[src/rtl/opb_snapshot_simulink2ppc.sv]
// OPB slave exposing a snapshot register that fabric logic loads through a capture strobe,
// plus status (new-data flag, saturating overrun count) and control (freeze, clear overrun).
module opb_snapshot_simulink2ppc #(
  parameter logic [31:0] C_BASEADDR   = 32'h01000F00,
  parameter logic [31:0] C_HIGHADDR   = 32'h01000FFF,
  parameter int          C_OPB_AWIDTH = 32,
  parameter int          C_OPB_DWIDTH = 32,
  parameter string       C_FAMILY     = "virtex5"
) (
  input  logic        OPB_Clk,
  input  logic        OPB_Rst_n,
  input  logic [0:31] OPB_ABus,
  input  logic [0:3]  OPB_BE,
  input  logic [0:31] OPB_DBus,
  input  logic        OPB_RNW,
  input  logic        OPB_select,
  input  logic        OPB_seqAddr,
  output logic [0:31] Sl_DBus,
  output logic        Sl_xferAck,
  output logic        Sl_errAck,
  output logic        Sl_retry,
  output logic        Sl_toutSup,
  input  logic [31:0] user_data_in,
  input  logic        user_valid,
  output logic        user_ready,
  output logic        user_overrun
);

  // Bus widths are fixed at 32 and the family string is informational only.
  localparam int unused_width_sum = C_OPB_AWIDTH + C_OPB_DWIDTH;
  localparam bit unused_family    = (C_FAMILY == "virtex5");

  logic [31:0] data_q, data_d;
  logic        new_data_q, new_data_d;
  logic [7:0]  ovr_q, ovr_d;
  logic        freeze_q, freeze_d;
  logic        ack_q, ack_d;
  logic        rnw_q, rnw_d;
  logic [1:0]  idx_q, idx_d;

  logic [31:0] wdata;
  logic [31:0] rd_mux;
  logic [1:0]  addr_idx;
  logic        hit, new_hit, accept, wr_ctrl, clr_ovr, data_rd_ack;
  logic        unused_bits;

  // Leftmost OPB bit is the register MSB, so a plain vector copy performs the bit reversal.
  assign wdata    = OPB_DBus;
  assign addr_idx = OPB_ABus[28:29];

  assign hit         = OPB_select && (OPB_ABus >= C_BASEADDR) && (OPB_ABus <= C_HIGHADDR);
  assign new_hit     = hit && !ack_q;
  assign accept      = user_valid && !freeze_q;
  assign wr_ctrl     = new_hit && !OPB_RNW && (addr_idx == 2'd2) && OPB_BE[3];
  assign clr_ovr     = wr_ctrl && wdata[0];
  assign data_rd_ack = ack_q && rnw_q && (idx_q == 2'd0);

  assign unused_bits = ^{OPB_seqAddr, OPB_BE[0:2], wdata[31:2], unused_family,
                         unused_width_sum[0]};

  always_comb begin
    data_d     = data_q;
    new_data_d = new_data_q;
    ovr_d      = ovr_q;
    freeze_d   = freeze_q;
    ack_d      = new_hit;
    rnw_d      = OPB_RNW;
    idx_d      = addr_idx;

    if (accept) begin
      data_d = user_data_in;
    end
    // A capture landing in the same cycle as a DATA-read ack keeps the flag set.
    if (data_rd_ack) begin
      new_data_d = 1'b0;
    end
    if (accept) begin
      new_data_d = 1'b1;
    end

    if (accept && new_data_q && (ovr_q != 8'hFF)) begin
      ovr_d = ovr_q + 8'd1;
    end
    if (clr_ovr) begin
      ovr_d = 8'd0;
    end

    if (wr_ctrl) begin
      freeze_d = wdata[1];
    end
  end

  always_ff @(posedge OPB_Clk) begin
    if (!OPB_Rst_n) begin
      data_q     <= '0;
      new_data_q <= 1'b0;
      ovr_q      <= '0;
      freeze_q   <= 1'b0;
      ack_q      <= 1'b0;
      rnw_q      <= 1'b0;
      idx_q      <= '0;
    end else begin
      data_q     <= data_d;
      new_data_q <= new_data_d;
      ovr_q      <= ovr_d;
      freeze_q   <= freeze_d;
      ack_q      <= ack_d;
      rnw_q      <= rnw_d;
      idx_q      <= idx_d;
    end
  end

  always_comb begin
    rd_mux = '0;
    case (idx_q)
      2'd0:    rd_mux = data_q;
      2'd1:    rd_mux = {15'd0, freeze_q, ovr_q, 7'd0, new_data_q};
      2'd2:    rd_mux = {30'd0, freeze_q, 1'b0};
      default: rd_mux = '0;
    endcase
  end

  assign Sl_DBus      = (ack_q && rnw_q) ? rd_mux : '0;
  assign Sl_xferAck   = ack_q;
  assign Sl_errAck    = 1'b0;
  assign Sl_retry     = 1'b0;
  assign Sl_toutSup   = 1'b0;
  assign user_ready   = !freeze_q;
  assign user_overrun = (ovr_q != 8'd0);

endmodule

[config.mk]
export PLATFORM = sky130hd
export DESIGN_NAME = opb_snapshot_simulink2ppc
export DESIGN_NICKNAME = d
export VERILOG_FILES = /design/src/rtl/opb_snapshot_simulink2ppc.sv
export SDC_FILE = /design/constraint.sdc
export NUM_CORES = 1
export LEC_CHECK = 0
export BUFFER_PORTS_ARGS = -buffer_cell sky130_fd_sc_hd__buf_2
export CAP_MARGIN = 20
export CORE_ASPECT_RATIO = 1.75
export CORE_MARGIN = 3
export CORE_UTILIZATION = 44
export CTS_CLUSTER_SIZE = 40
export DETAILED_ROUTE_END_ITERATION = 7
export GPL_TIMING_DRIVEN = 0
export PLACE_DENSITY = 0.85
export SYNTH_ARGS = -nofsm -noshare
export SYNTH_HDL_FRONTEND = slang
export SYNTH_SLANG_ARGS = --single-unit
[constraint.sdc]
create_clock -name OPB_Clk -period 3.6 [get_ports OPB_Clk]
set_input_delay 0.36 -clock OPB_Clk [delete_from_list [all_inputs] [get_ports OPB_Clk]]
set_output_delay 0.36 -clock OPB_Clk [all_outputs]
set_load 0.01 [all_outputs]
Yosys cells after proc, flatten, opt, wreduce, memory -nomap -nowiden

Index checks and enable logic that the tools add are counted.

Word-level logic and storage cells: 38
Register bits: 46
Bits of input ports: 106

Reduce and logical (&&, ||, !) cells: 19
Eq/ne operators: 4
Bitwise gates (word level): 1
$add $sub $neg: 1
$lt $le $gt $ge: 2
Mux-type cells: 4

Operator list:

| kind                                                                 | number |
|---|---|
| one-hot mux 32 bit (3 select lines)                                  | 1 |
| greater-or-equal comparator 32 x 25 -> 1 bit (second input constant) | 1 |
| less-or-equal comparator 32 x 25 -> 1 bit (second input constant)    | 1 |
| 2-to-1 mux 32 bit                                                    | 1 |
| logical AND 1 bit                                                    | 12 |
| adder 8 x 1 -> 8 bit (second input constant)                         | 1 |
| != test 8 bit (second input constant)                                | 1 |
| nonzero test 8 bit                                                   | 1 |
| == test 2 bit (second input constant)                                | 2 |
| zero test 1 bit                                                      | 3 |
| == test 2 x 1 -> 1 bit (second input constant)                       | 1 |
| zero test 2 bit                                                      | 1 |
| 2-to-1 mux 1 bit                                                     | 2 |
| nonzero test 2 bit                                                   | 1 |
| OR reduction 2 bit                                                   | 1 |
| NOT 1 bit                                                            | 1 |

Depth between registers and ports, before layout

Depth in word-level cells: 9
Mapped depth: 5

Least setup slack after synthesis

OpenSTA, ideal clock, no wires.

Path kind: register -> output
Start: register ack_q (netlist: Sl_xferAck)
End: output port Sl_DBus[15] (netlist bit)
Cell stages (with the launch flop): 5
Buffers on the path: 1
Arrival: 1.302 ns
Data required time: 3.240 ns
Setup slack: 1.938 ns
Path through: dfxtp_1 nand2_1 nor3_1 clkbuf_1 a22o_1

Cells in the longest elaborated chain, start to end: 2

Ends and longest elaborated chain:

| what                   | RTL line | RTL |
|---|---|---|
| start, declared        | 37       | `logic ack_q, ack_d;` |
| start signal, assigned | 107      | `ack_q <= ack_d;` |
| logical AND 1 bit      | 123      | `assign Sl_DBus = (ack_q && rnw_q) ? rd_mux : '0;` |
| 2-to-1 mux 32 bit      | 123      |  |
| end, declared          | 18       | `output logic [0:31] Sl_DBus,` |

Every way passes these cells.

Worst setup path in the final report

Start: register ack_q (netlist: Sl_xferAck)
End: output port Sl_DBus[17] (netlist bit)

Same word-level chain as after synthesis.

==> flow_results.org <==
** Die
- Number of core rows :: 32
- Area of the core :: 4484 um2
- The floorplan step defined a die boundary enclosing 5648 um2.
- From left edge to right edge, the die measures 58.11 um.
- For this design the top-level I/O count stands at 144.
- In this run the vertical extent of the chip is 97.19 um.
- The initial utilization of the core area, before any placement, comes to 46.62%.

** Power
- Portion of total power attributed to the clock network :: 33.6%
- Leakage power :: 1.311 nW
- Switching power as a share of total power :: 24.35%
- Internal Power :: 0.7374 mW
- Sequential group share of total power :: 56.0%
- The analysis attributes to net switching a power of 0.2373 mW.
- Combinational logic burns 10.4% of the power.
- Across the VDD grid, the largest voltage drop is 0.3404 mV.
- Dividing total power by cell area gives a power density of 353.9 nW/um2.

** Cells and area
- Fill cell instance count of the final layout :: 443
- Compared with the post-synthesis result, the final layout area differs by 31.72%.
- Once layout is done, the placed cells without fillers occupy 2754 um2.
- Number of diodes added for antenna fixing :: 0
- Final net count :: 475
- Share of final-layout standard cells stronger than drive strength 1 :: 31.79%

** Clocking
- CTS Buf Count :: 5
- CTS H-tree depth :: 2
- In this run the clock root is driven by a sky130_fd_sc_hd__clkbuf_8.
- Total of hold buffers inserted after clock tree synthesis :: 0
- After clock tree synthesis, the clock-pin slew on the worst setup and hold paths is 80 ps.
- Clock Tree Buf Depth :: 2
- Clock latency on the worst-skew pair, taken at its later pin, is 300 ps.
- TritonCTS clock tree :: done
- The tree built by TritonCTS fans out to 46 sinks.
- The number of gates resized after CTS was 0.
- After clock tree synthesis, the setup repair step added 0 buffers.

** Critical path
- The worst setup path is captured at an output pin.
- Startpoint kind of the worst setup timing path :: register
- Critical path, cell by cell :: nand2_1 -> nor3_1 -> clkbuf_1 -> a22o_1 -> buf_2
- The startpoint identified for the worst register-to-register timing path is ovr_q[1].
- The number of cells on the worst reg-to-reg path is 5.
- Data arrival time at the worst-slack endpoint :: 1940 ps
- The worst register-to-register path ends at ovr_q[1].
- STA puts the critical path data required time at 3240 ps.
- Type of the worst setup path :: reg -> out
- Of all nets on the critical path, the largest fanout is 10.
- Setup slack on the worst reg-to-reg path comes out at 2010 ps.
- Number of buffer and inverter stages on the critical path :: 2
- Broken down by cell family, the worst path's largest delay share belongs to buffers and inverters.
- The slowest stage of the critical path is the sky130_fd_sc_hd__clkbuf_1 cell.
- Longest individual stage delay on the worst path :: 430 ps

** GRT
- The first global-routing pass estimated 9135 um of wire.
- Global router's overall resource usage :: 20.38%
- Maximum number of pins on one net before global-route repair :: 14
- The initial antenna violation count is 0.
- Aggregate global routing overflow :: 0
- The number of global-route vias before repair came to 2,072.

** Run
- Count of max-cap constraint violations :: 0

** Detailed routing
- Routed wire length :: 5522 um
- Once detail routing completed, the nets flagged for antenna violations numbered 0.
- For this block, the via count after detailed routing is 2,121.
- For this block, the initial DRC count from the detailed router was 37.
- For this run, the detailed router's first-pass iteration total came to 4.
- Drc violations :: 0
- Vias/cell :: 5.062
- After detailed routing, the average wire length per cell comes to 13.18 um.

** Yosys
- Counting every instance in the synthesized netlist gives 258.
- Sorting the synthesized cells by area gives the leading types as sky130_fd_sc_hd__dfxtp_1 44%, sky130_fd_sc_hd__nand2_1 12%, sky130_fd_sc_hd__a21oi_1 8.4%.
- Netlist cell types :: 40
- Yosys instantiated no cell more often than sky130_fd_sc_hd__nand2_1.
- Synthesis-stage register bit count :: 46
- Post-Syn Area :: 2091 um2
- Share of the synthesized area in the top cell type :: 44.05%
- Number of enable-type register cells in the synthesized netlist :: 0
- Fraction of registers with async set or reset after synthesis :: 0%
- In this run the mean area of a mapped cell was 8.104 um2.
- Sequential-to-total area share from yosys stat :: 44.05%
- The Yosys step of the flow raised 0 warnings.
- Top cell type by total area after synthesis :: sky130_fd_sc_hd__dfxtp_1
- Among all flip-flop cells after synthesis, the most frequent one is sky130_fd_sc_hd__dfxtp_1.
- By count the netlist is led by 69 x sky130_fd_sc_hd__nand2_1, 46 x sky130_fd_sc_hd__dfxtp_1, 35 x sky130_fd_sc_hd__a21oi_1.

** STA
- The count of final hold-check violations was 0.
- Transition at the pin with the smallest max-transition slack :: 659.9 ps
- In the finished design, the share of the clock period the worst path needs comes to 63.99%.
- Sum Neg Setup Slack :: 0 ps
- Setup repair after global routing left no endpoint under its margin.
- Setup-failing EPs final :: 0
- In this run the tightest slew margin relative to its limit is 55.81%.
- Post-layout minimum cycle time :: 2304 ps
- Between clock sinks in the finished design, the worst skew comes to 5.700 ps.
- Derived from the worst setup path, the maximum achievable clock frequency is 434.1 MHz.
- Final count of pins violating max slew :: 0

** Hold path
- The startpoint identified for the worst hold timing path is OPB_ABus[28].
- The worst hold path terminates at idx_q[1].
- The tightest min-delay check is of the in -> reg type.
- The worst hold path passes through 2 cells.

** Placed design
- Number of buffer cells added on primary ports :: 100
- Once detailed placement completed, the half-perimeter wirelength came to 4356 um.
- Routability-driven placement finished with a final weighted congestion of 0.8050.
- The placed instances occupy a cell area of 2663 um2.

** Run status
- Result of the run :: finished clean
-- per-layer routing --
metal | vias to the layer above | share of wire (%) | global-route usage, %
met3 | 5 | 6.1 | 4.255
met1 | 961 | 40 | 23.86
met5 | - | 0 | 0
met4 | 0 | 1.3 | 6.964
li1 | 1090 | - | -
met2 | 65 | 53 | 35.54
-- cell type report --
type	instances	area, um2	area share (%)
multi-input combinational	194	1091	39.62
sequential	46	920.9	33.44
timing repair buffer	100	500.5	18.17
clock buffer	7	86.33	3.135
buffer	16	71.32	2.590
tap	51	63.81	2.317
inverter	4	15.01	0.5452
clock inverter	1	5.005	0.1817
-- power by group through the flow --
stage	registers, mW	clock network [mW]	logic [mW]
after CTS	0.546	0.334	0.102
final	0.546	0.328	0.101
after global routing	0.549	0.355	0.116
after global placement	0.556	0	0.0980
after floorplan	0.554	0	0.0529
after detailed placement	0.558	0	0.102
-- worst max-delay path by stage --
stage                     from          end  cells past startpoint
floorplan           Sl_xferAck  Sl_DBus[15]                      4
global placement    Sl_xferAck  Sl_DBus[17]                      5
detailed placement  Sl_xferAck  Sl_DBus[17]                      5
CTS                 Sl_xferAck  Sl_DBus[17]                      5
global route        Sl_xferAck  Sl_DBus[17]                      5
finish              Sl_xferAck  Sl_DBus[17]                      5
-- cell usage in the layout, fill, tap and decap left out, types with 2 or more instances in the layout --
cell type	count
sky130_fd_sc_hd__inv_1	3
sky130_fd_sc_hd__a22o_1	10
sky130_fd_sc_hd__nand3_1	4
sky130_fd_sc_hd__nor2_1	7
sky130_fd_sc_hd__mux2i_1	3
sky130_fd_sc_hd__clkbuf_1	14
sky130_fd_sc_hd__xor2_1	2
sky130_fd_sc_hd__nor4b_1	4
sky130_fd_sc_hd__xnor2_1	2
sky130_fd_sc_hd__dfxtp_1	46
sky130_fd_sc_hd__and2_1	24
sky130_fd_sc_hd__nand2b_1	2
sky130_fd_sc_hd__buf_2	100
sky130_fd_sc_hd__a21oi_1	35
sky130_fd_sc_hd__conb_1	3
sky130_fd_sc_hd__o2111ai_1	2
sky130_fd_sc_hd__nand2_1	69
sky130_fd_sc_hd__nor3_1	3
sky130_fd_sc_hd__nand4b_1	2
sky130_fd_sc_hd__buf_4	3
sky130_fd_sc_hd__nand4_1	2
sky130_fd_sc_hd__ha_1	2
sky130_fd_sc_hd__clkbuf_8	6
-- worst register-to-register path: cells and delay by family (launching register included) --
family / cells / cell delay, ps
compound gates: 1 / 320
simple gates: 2 / 200
fa+ha+maj: 1 / 290
mux: 1 / 230
flops: 1 / 450
-- flip-flops by register name, indices dropped and copies added (netlist names) --
register,cells
Sl_xferAck,1
new_data_q,1
idx_q,2
data_q,32
ovr_q,8
rnw_q,1
freeze_q,1
-- kinds of logic (layout without fill, tap and decap cells) --
kind of cell,Yosys count,count (layout),synth area share [%]
XOR/XNOR,4,4,1.676
flip-flops,46,46,44.05
buffers and inverters,20,128,4.129
multiplexers,3,3,1.436
AO/OA/AOI/OAI,53,53,15.68
AND/OR/NAND/NOR,129,129,31.66
other,1,3,0.1794
adder cells (fa/ha/maj),2,2,1.197
-- stage by stage --
stage / hold WS [ps] / utilization (%) / power (mW) / cells / setup slack [ps]
2_1_floorplan: 431.7 / - / 0.6067 / 260 / 1938
4_1_cts: 274.0 / 61.41 / 0.9821 / 419 / 1272
3_5_place_dp: 442.6 / 59.38 / 0.6595 / 411 / 1634
3_3_place_gp: 437.1 / 59.38 / 0.6544 / 411 / 1631
6_report: 276.3 / 61.41 / 0.9747 / 419 / 1296
5_1_grt: 271.1 / 61.41 / 1.020 / 419 / 1045
No activity file was read; power rests on OpenSTA's default activity.
